===== src/rtl/toy_bus_arb_pkg.sv =====
// Shared types and helpers for the toy_bus burst-lock arbiter.
package toy_bus_arb_pkg;

  typedef enum logic {
    ARB_IDLE   = 1'b0,
    ARB_LOCKED = 1'b1
  } arb_state_e;

  localparam int unsigned GRANT_CNT_W = 16;

  // Encodes a one-hot vector of up to 8 bits; returns 0 for an all-zero input.
  function automatic logic [2:0] onehot2idx(input logic [7:0] oh);
    logic [2:0] idx;
    idx = '0;
    for (int i = 0; i < 8; i++) begin
      if (oh[i]) idx = idx | 3'(i);
    end
    return idx;
  endfunction

endpackage


===== src/rtl/toy_bus_age_mtx.sv =====
// Age matrix for the burst-lock arbiter: age_row[i*N+j]=1 means requester j is older than i.
module toy_bus_age_mtx #(
  parameter int unsigned N = 2
) (
  input  logic                 clk,
  input  logic                 rst_n,
  input  logic                 upd_en,
  input  logic [$clog2(N)-1:0] upd_idx,
  output logic [N*N-1:0]       age_row
);

  localparam int unsigned IdxW = $clog2(N);

  logic [N*N-1:0] age_q, age_d;

  // The updated requester becomes youngest: everyone is older than it, it is older than nobody.
  always_comb begin
    age_d = age_q;
    if (upd_en) begin
      for (int i = 0; i < N; i++) begin
        for (int j = 0; j < N; j++) begin
          if (upd_idx == IdxW'(i)) begin
            age_d[i*N+j] = (j != i);
          end else if (upd_idx == IdxW'(j)) begin
            age_d[i*N+j] = 1'b0;
          end
        end
      end
    end
  end

  always_ff @(posedge clk or negedge rst_n) begin
    if (!rst_n) begin
      for (int i = 0; i < N; i++) begin
        for (int j = 0; j < N; j++) begin
          age_q[i*N+j] <= (j < i);
        end
      end
    end else begin
      age_q <= age_d;
    end
  end

  assign age_row = age_q;

endmodule


===== src/rtl/toy_bus_burst_lock_arb.sv =====
// Age-ordered toy_bus arbiter that locks the grant for a whole burst, with a forced release
// after MAX_BEATS beats. Optional per-requester grant counters: TOY_BUS_ARB_GRANT_CNT_EN.
module toy_bus_burst_lock_arb
  import toy_bus_arb_pkg::*;
#(
  parameter int unsigned N         = 2,
  parameter int unsigned MAX_BEATS = 16,
  parameter int unsigned BEAT_W    = $clog2(MAX_BEATS + 1)
) (
  input  logic                         clk,
  input  logic                         rst_n,
  input  logic [N-1:0]                 req_vld,
  input  logic [N-1:0]                 req_last,
  output logic [N-1:0]                 req_rdy,
  output logic                         out_vld,
  input  logic                         out_rdy,
  output logic [N-1:0]                 grant,
  output logic [$clog2(N)-1:0]         grant_idx,
  output logic                         locked,
  output logic                         burst_cut
`ifdef TOY_BUS_ARB_GRANT_CNT_EN
  ,
  input  logic                         cnt_clr,
  output logic [N*GRANT_CNT_W-1:0]     grant_cnt
`endif
);

  localparam int unsigned IdxW = $clog2(N);

  arb_state_e        state_q, state_d;
  logic [IdxW-1:0]   lock_id_q, lock_id_d;
  logic [BEAT_W-1:0] beat_cnt_q, beat_cnt_d;
  logic              burst_cut_q, burst_cut_d;

  logic [N*N-1:0]    age_row;
  logic [N-1:0]      sel;
  logic [IdxW-1:0]   sel_idx;
  logic [N-1:0]      lock_oh;
  logic              hs;
  logic              upd_en;
  logic [IdxW-1:0]   upd_idx;
  logic [7:0]        sel_pad, grant_pad;

  toy_bus_age_mtx #(
    .N(N)
  ) u_age_mtx (
    .clk    (clk),
    .rst_n  (rst_n),
    .upd_en (upd_en),
    .upd_idx(upd_idx),
    .age_row(age_row)
  );

  // Oldest valid requester: no other valid requester is older than it.
  always_comb begin
    sel = '0;
    for (int i = 0; i < N; i++) begin
      sel[i] = req_vld[i] & ~|(age_row[i*N +: N] & req_vld);
    end
    sel_pad        = '0;
    sel_pad[N-1:0] = sel;
    sel_idx        = IdxW'(onehot2idx(sel_pad));
    lock_oh            = '0;
    lock_oh[lock_id_q] = 1'b1;
  end

  always_ff @(posedge clk or negedge rst_n) begin
    if (!rst_n) begin
      state_q     <= ARB_IDLE;
      lock_id_q   <= '0;
      beat_cnt_q  <= '0;
      burst_cut_q <= 1'b0;
    end else begin
      state_q     <= state_d;
      lock_id_q   <= lock_id_d;
      beat_cnt_q  <= beat_cnt_d;
      burst_cut_q <= burst_cut_d;
    end
  end

  always_comb begin
    state_d     = state_q;
    lock_id_d   = lock_id_q;
    beat_cnt_d  = beat_cnt_q;
    burst_cut_d = 1'b0;
    upd_en      = 1'b0;
    upd_idx     = (state_q == ARB_IDLE) ? sel_idx : lock_id_q;
    unique case (state_q)
      ARB_IDLE: begin
        if (hs) begin
          if (req_last[sel_idx]) begin
            upd_en = 1'b1;
          end else begin
            state_d    = ARB_LOCKED;
            lock_id_d  = sel_idx;
            beat_cnt_d = BEAT_W'(1);
          end
        end
      end
      ARB_LOCKED: begin
        if (hs) begin
          beat_cnt_d = beat_cnt_q + BEAT_W'(1);
          if (req_last[lock_id_q]) begin
            state_d    = ARB_IDLE;
            beat_cnt_d = '0;
            upd_en     = 1'b1;
          end else if (beat_cnt_q == BEAT_W'(MAX_BEATS - 1)) begin
            state_d     = ARB_IDLE;
            beat_cnt_d  = '0;
            upd_en      = 1'b1;
            burst_cut_d = 1'b1;
          end
        end
      end
      default: state_d = ARB_IDLE;
    endcase
  end

  // A held lock keeps its grant even while the owner's valid is low.
  always_comb begin
    grant            = (state_q == ARB_LOCKED) ? lock_oh : sel;
    out_vld          = |(req_vld & grant);
    req_rdy          = grant & {N{out_rdy}};
    hs               = out_vld & out_rdy;
    grant_pad        = '0;
    grant_pad[N-1:0] = grant;
    grant_idx        = IdxW'(onehot2idx(grant_pad));
    locked           = (state_q == ARB_LOCKED);
    burst_cut        = burst_cut_q;
  end

`ifdef TOY_BUS_ARB_GRANT_CNT_EN
  for (genvar g = 0; g < N; g++) begin : gen_cnt
    logic [GRANT_CNT_W-1:0] cnt_q;

    always_ff @(posedge clk or negedge rst_n) begin
      if (!rst_n) begin
        cnt_q <= '0;
      end else if (cnt_clr) begin
        cnt_q <= '0;
      end else if (req_rdy[g] && req_vld[g] && (cnt_q != '1)) begin
        cnt_q <= cnt_q + GRANT_CNT_W'(1);
      end
    end

    assign grant_cnt[g*GRANT_CNT_W +: GRANT_CNT_W] = cnt_q;
  end
`endif

endmodule

===== config.mk =====
export PLATFORM = sky130hd
export DESIGN_NAME = toy_bus_burst_lock_arb
export DESIGN_NICKNAME = d
export VERILOG_FILES = /design/src/rtl/toy_bus_arb_pkg.sv /design/src/rtl/toy_bus_age_mtx.sv /design/src/rtl/toy_bus_burst_lock_arb.sv
export SDC_FILE = /design/constraint.sdc
export NUM_CORES = 1
export LEC_CHECK = 0
export ABC_AREA = 0
export CAP_MARGIN = 20
export CORE_AREA = 2 2 42 44
export CTS_BUF_LIST = sky130_fd_sc_hd__clkbuf_2
export CTS_CLUSTER_DIAMETER = 30
export DETAILED_ROUTE_END_ITERATION = 7
export DIE_AREA = 0 0 44 46
export GPL_TIMING_DRIVEN = 0
export HOLD_SLACK_MARGIN = 0.12
export PLACE_DENSITY = 0.81
export SETUP_SLACK_MARGIN = 0.1
export SYNTH_ARGS = -nofsm -noshare
export SYNTH_HDL_FRONTEND = slang
export SYNTH_SLANG_ARGS = --single-unit

===== constraint.sdc =====
create_clock -name clk -period 1.5 [get_ports clk]
set_input_delay 0.3 -clock clk [delete_from_list [all_inputs] [get_ports clk]]
set_output_delay 0.3 -clock clk [all_outputs]
set_load 0.02 [all_outputs]

# After elaboration in Yosys (flattened, before gate mapping)
# Index checks and enable logic that the tools add are counted.
# W data, S select, Z words.
# word_totals
register_bits,10
inputBits,7
out_inout_bits,8
elab_cells,63
# classes
addsub,1
order_cmp,3
eq_ne,4
mux,33
n_bitwise,9
reduce_logical,8
# ops
op,count
$mux W5,5
$mux W1,23
$pmux W5 S2,1
$and A2 B2 Y2,3
$reduce_and A3 Y1,2
$reduce_or A2 Y1,3
$add A5 B1 Y5 const B,1
$eq A5 B4 Y1 const B,1
$lt A1 B2 Y1 const B,2
$ne A2 B2 Y1 const B,2
$pmux W1 S2,2
$and A1 B1 Y1,3
$and A1 B2 Y2,1
$logic_not A1 Y1,2
$mux W2,1
$ne A2 B1 Y1 const B,1
$not A1 Y1,2
$demux W1 S1,1
$ge A1 B1 Y1 const B,1
$logic_and A1 B1 Y1,1

# Depth between registers and ports, before layout
# Gate-level depths: netlist of run 1.
# depth
depth_word,10
mapped_depth,5
ltp_nobuf,5

# Hierarchy
# Synthesis of run 1 repeated with hierarchy kept, for this count alone.
# hier_totals
cells_unflattened,71
hier_area_um2,646.9
# by_module_without_submodules
mod,n_inst,cells_per_inst,area_each_um2,seq_area_each_um2
toy_bus_burst_lock_arb,1,63,548.0,200.2
toy_bus_age_mtx,1,8,98.8,51.3

# Worst setup path before layout of run 1
# Ideal clock, no wire load.
# synth_timing
path_kind,register to output
start,"register state_q, in the netlist locked"
end,output port req_rdy[0]
arrival_time_ns,1.534
t_required_ns,1.200
setup_slack_ns,-0.334
path_stages_with_launch,4
path_buffers,0
cell_sequence,dfrtp_1 inv_4 o21ai_0 and2_1
# synth_via
elab_chain_cells,2
# synth_lines
element,line,text
from (decl),toy_bus_burst_lock_arb.sv:30,"arb_state_e state_q, state_d;"
from (signal assigned),toy_bus_burst_lock_arb.sv:74,state_q <= state_d;
$mux W2,toy_bus_burst_lock_arb.sv:121,grant = (state_q == ARB_LOCKED) ? lock_oh : sel;
named net grant[0],toy_bus_burst_lock_arb.sv:17,"output logic [N-1:0] grant,"
$and A2 B2 Y2,toy_bus_burst_lock_arb.sv:123,req_rdy = grant & {N{out_rdy}};
to (decl),toy_bus_burst_lock_arb.sv:14,"output logic [N-1:0] req_rdy,"
# The timed path passes the listed nets, and every way through them passes these cells.

# Worst setup path after layout of run 1
# layout_timing
start,"register u_age_mtx.age_q[2], in the netlist u_age_mtx.age_row[2]"
end,"register u_age_mtx.age_q[2], in the netlist u_age_mtx.age_row[2]"
# layout_via
elab_chain_cells,10
elab_cells_between_ends,17
cone_classes,mux: 10; bitwise: 4; reduce/logical: 3
# layout_lines
element,line,text
from (decl),toy_bus_age_mtx.sv:14,"logic [N*N-1:0] age_q, age_d;"
"from (signal, indexed assignment)",toy_bus_age_mtx.sv:36,age_q[i*N+j] <= (j < i);
from (signal assigned),toy_bus_age_mtx.sv:40,age_q <= age_d;
$and A1 B2 Y2 (*),toy_bus_burst_lock_arb.sv:58,sel[i] = req_vld[i] & ~|(age_row[i*N +: N] & req_vld);
$reduce_or A2 Y1 (*),toy_bus_burst_lock_arb.sv:58,
$logic_not A1 Y1 (*),toy_bus_burst_lock_arb.sv:58,
$and A1 B1 Y1 (*),toy_bus_burst_lock_arb.sv:58,
$mux W2 / $mux W1 (equally long branches),"toy_bus_burst_lock_arb.sv:121, toy_bus_arb_pkg.sv:16",
$and A2 B2 Y2 / $mux W1 (equally long branches),"toy_bus_burst_lock_arb.sv:122, toy_bus_burst_lock_arb.sv:91",
$reduce_or A2 Y1 / $mux W1 (equally long branches),"toy_bus_burst_lock_arb.sv:122, toy_bus_burst_lock_arb.sv:91",
$and A1 B1 Y1 / $mux W1 (equally long branches),"toy_bus_burst_lock_arb.sv:124, toy_bus_burst_lock_arb.sv:91",
"$mux W1, on equally long branches","toy_bus_burst_lock_arb.sv:101, toy_bus_burst_lock_arb.sv:90",
$pmux W1 S2,toy_bus_burst_lock_arb.sv:88,unique case (state_q)
# Every way passes the cells marked *; elsewhere a longest branch is shown, timed or not. The select of a mux whose other input is x is not followed.
# A chain may end at the register's enable or synchronous reset.

==> results of run 1 <==
[kinds of logic after synthesis]
group,share of synthesized area
mux,0.181
buf+inv,0.0318
fa+ha+maj,0.0187
compound gates,0.140
simple gates,0.252
flops,0.376
[layout by cell type (no fill, tap or decap), types with 2 or more instances in the layout]
cell type,count
a31oi_1,3
dlygate4sd2_1,4
buf_2,2
nor3_1,2
buf_4,15
buf_6,4
inv_1,2
nand3_1,2
nand2_4,2
clkdlybuf4s50_1,4
clkbuf_2,3
nor2_1,6
mux2i_1,4
dfrtp_1,7
mux2_4,4
nand2_1,5
dfrtp_2,2
[final timing paths]
path	slack [ns]	cells past startpoint	endpoint	from
worst max-delay path	-0.22	5	u_age_mtx.age_row[2]	u_age_mtx.age_row[2]
worst min-delay path	0.33	1	beat_cnt_q[3]	rst_n
worst max register to register	-0.22	5	u_age_mtx.age_row[2]	u_age_mtx.age_row[2]
worst min register to register	0.49	1	beat_cnt_q[4]	beat_cnt_q[4]
max in group asynchronous	0.83	1	locked	rst_n
min in group clk	0.49	1	beat_cnt_q[4]	beat_cnt_q[4]
[worst register-to-register path, cell delays in order, from the launching register on]
cell,delay [ns]
dfstp_2,0.59
nand4_1,0.17
buf_4,0.19
mux2_4,0.29
nand4b_4,0.12
mux2_4,0.31
[state kept, by name, summed over array words and instances, names as in the netlist]
name / flops
lock_id_q: 1
beat_cnt_q: 5
burst_cut: 1
locked: 1
u_age_mtx.age_row: 2
[layout make-up]
type	instances	area, µm²
multi-input combinational	53	463
timing repair buffer	29	251
tap	17	21.3
inverter	3	16.3
fill	126	578
buffer	1	11.3
clock inverter	1	3.75
sequential	10	254
clock buffer	3	15.0
[power breakdown]
part           total [mW]  switching (mW)  leakage [nW]  internal (mW)
Clock               0.157          0.0988        0.0140         0.0579
Combinational        1.32           0.601         0.356          0.722
Sequential          0.493           0.111         0.119          0.382
Total                1.97           0.811         0.489           1.16
[per-layer routing]
metal,routed length [µm],track usage,vias to the layer above
met5,0,0,-
li1,-,-,312
met1,720,0.240,309
met4,59,0.133,0
met2,851,0.329,22
met3,79,0.0198,9
[repair_timing]
| action | in CTS | in global routing |
|---|---|---|
| gates resized for setup | 45 | 3 |
| pin swaps | 6 | 3 |
| setup buffers | 13 | 2 |
| setup endpoints to repair | 18 | 16 |
==> results.md, run 1 <==
* Syn. warnings at 0
* Post-route ant nets at 0
* Slew Limit Fails at 0
* IO Port Bufs at 14
* Main synth FF type: dfrtp_1
* Via density at about 5.6
* Endpoints failing setup at 16
* Die height at roughly 46 µm
* Slew @ Worst Pin at 0.440 ns
* P&R area growth vs syn at 54.8%
* Residual DRC count at 0
* Post-route insts no fill at 117
* DIE AREA at just over 2000 µm²
* DRT Pass-1 Iters at 4
* DPL Wire Length at between 1000 and 1500 µm
* Clock Latency Late Sink at 0.26 ns
* Fin. Hold Viols at 0
* Final setup TNS at -1.99 ns
* Die width at approximately 44 µm
* Delay-heaviest family, CP: flip-flops
* Final total power at a little under 2 mW
* Htree depth at 1
* LEAKAGE at 0.489 nW
* CP bufs+invs at 1
* Type of origin of the critical path: register
* Place WS at -0.914 ns
* Top cells by count, synth: dfrtp_1, nand2_1, nor2_1
* Placed Instances at 98
* CP endpoint kind: register
* Synth Area per Inst at ~10 µm²
* First-pass GRT wire length at about 2800 µm
* RD Place Congestion at roughly 0.86
* Placed Area at roughly 850 µm²
* Yosys top cell by area: dfrtp_1
* Yosys cell types at 32
* Seq/Total Area, Yosys at 0.376
* Initial Utilization at 0.415
* Antenna violations before repair at 0
* DR vias at around 650
* Status: finished, violations left
* Slowest Stage Delay on Critical Path at ~0.59 ns
* Post-route design area at roughly 1000 µm²
* Total track usage at 0.197
* Final WL at around 1700 µm
* Clock transition at the registers of the reported paths at around 0.11 ns
* Vias in the first global route at between 600 and 700
* Row count at 15
* Ports at 15
* WS Path Type: reg -> reg
* Root Buffer: clkbuf_2
* Synth top area share at 0.336
* Yosys reg bits at 10
* Initial drt markers at 13
* Max_cap viols at 0
* Post-Syn Area at 669 µm²
* Tmin final at roughly 1.7 ns
* Most common cell in the netlist: dfrtp_1
* Setup ws final at -0.220 ns
* WL/cell at 14.6 µm
* Worst-path maximum fanout at 5
* Worst hold path class: in -> async
* Synth Instances at 67
* Top cell by count, worst path: mux2_4
* Pwr Density at 1900 nW/µm²
* Clock Skews at between 0.01 and 0.015 ns
* Area contributors post-synth: dfrtp_1, mux2_4, mux2i_1
* Layout cells sized above 1 at 0.450
* Crit path cell chain: nand4_1 -> buf_4 -> mux2_4 -> nand4b_4 -> mux2_4
* Slowest cell on crit path: dfstp_2
* CORE AREA at about 1600 µm²
* RSZ-0062 raised after global routing: true
* Util after Layout at 0.642
* Worst path required time at between 1.5 and 2 ns
* Critical Path AT at 1.92 ns
* Num CTS Buffers at 3
* Slew HR at 0.706
* Longest Clk Path Bufs at 2
* Post-synth EDFFs at 0
* Failing checks: negative setup slack
* Largest net degree at the start of global routing at 11
* Sink Count at 10
* Ys async rst share at 1.00
* Fmax at about 0.58 GHz
* Final period util at 1.15
* Gr ovfl total at 0
* WHS at roughly 0.33 ns
* Post-Syn Nets at 75
* Final net count at 109
* TritonCTS clock tree: built
* Antenna Cells at 0
* Hold-fix buffer count after cts at 0
* Max IR drop VDD at between 0.9 and 1 mV
No activity file was read; power rests on OpenSTA's default activity.
==> inputs of run 2 (changes only) <==
Settings changed: HOLD_SLACK_MARGIN 0.12 to 0.08.
==> results of run 2 <==
No change in the layout: final DEF, timing and power equal those of run 1.
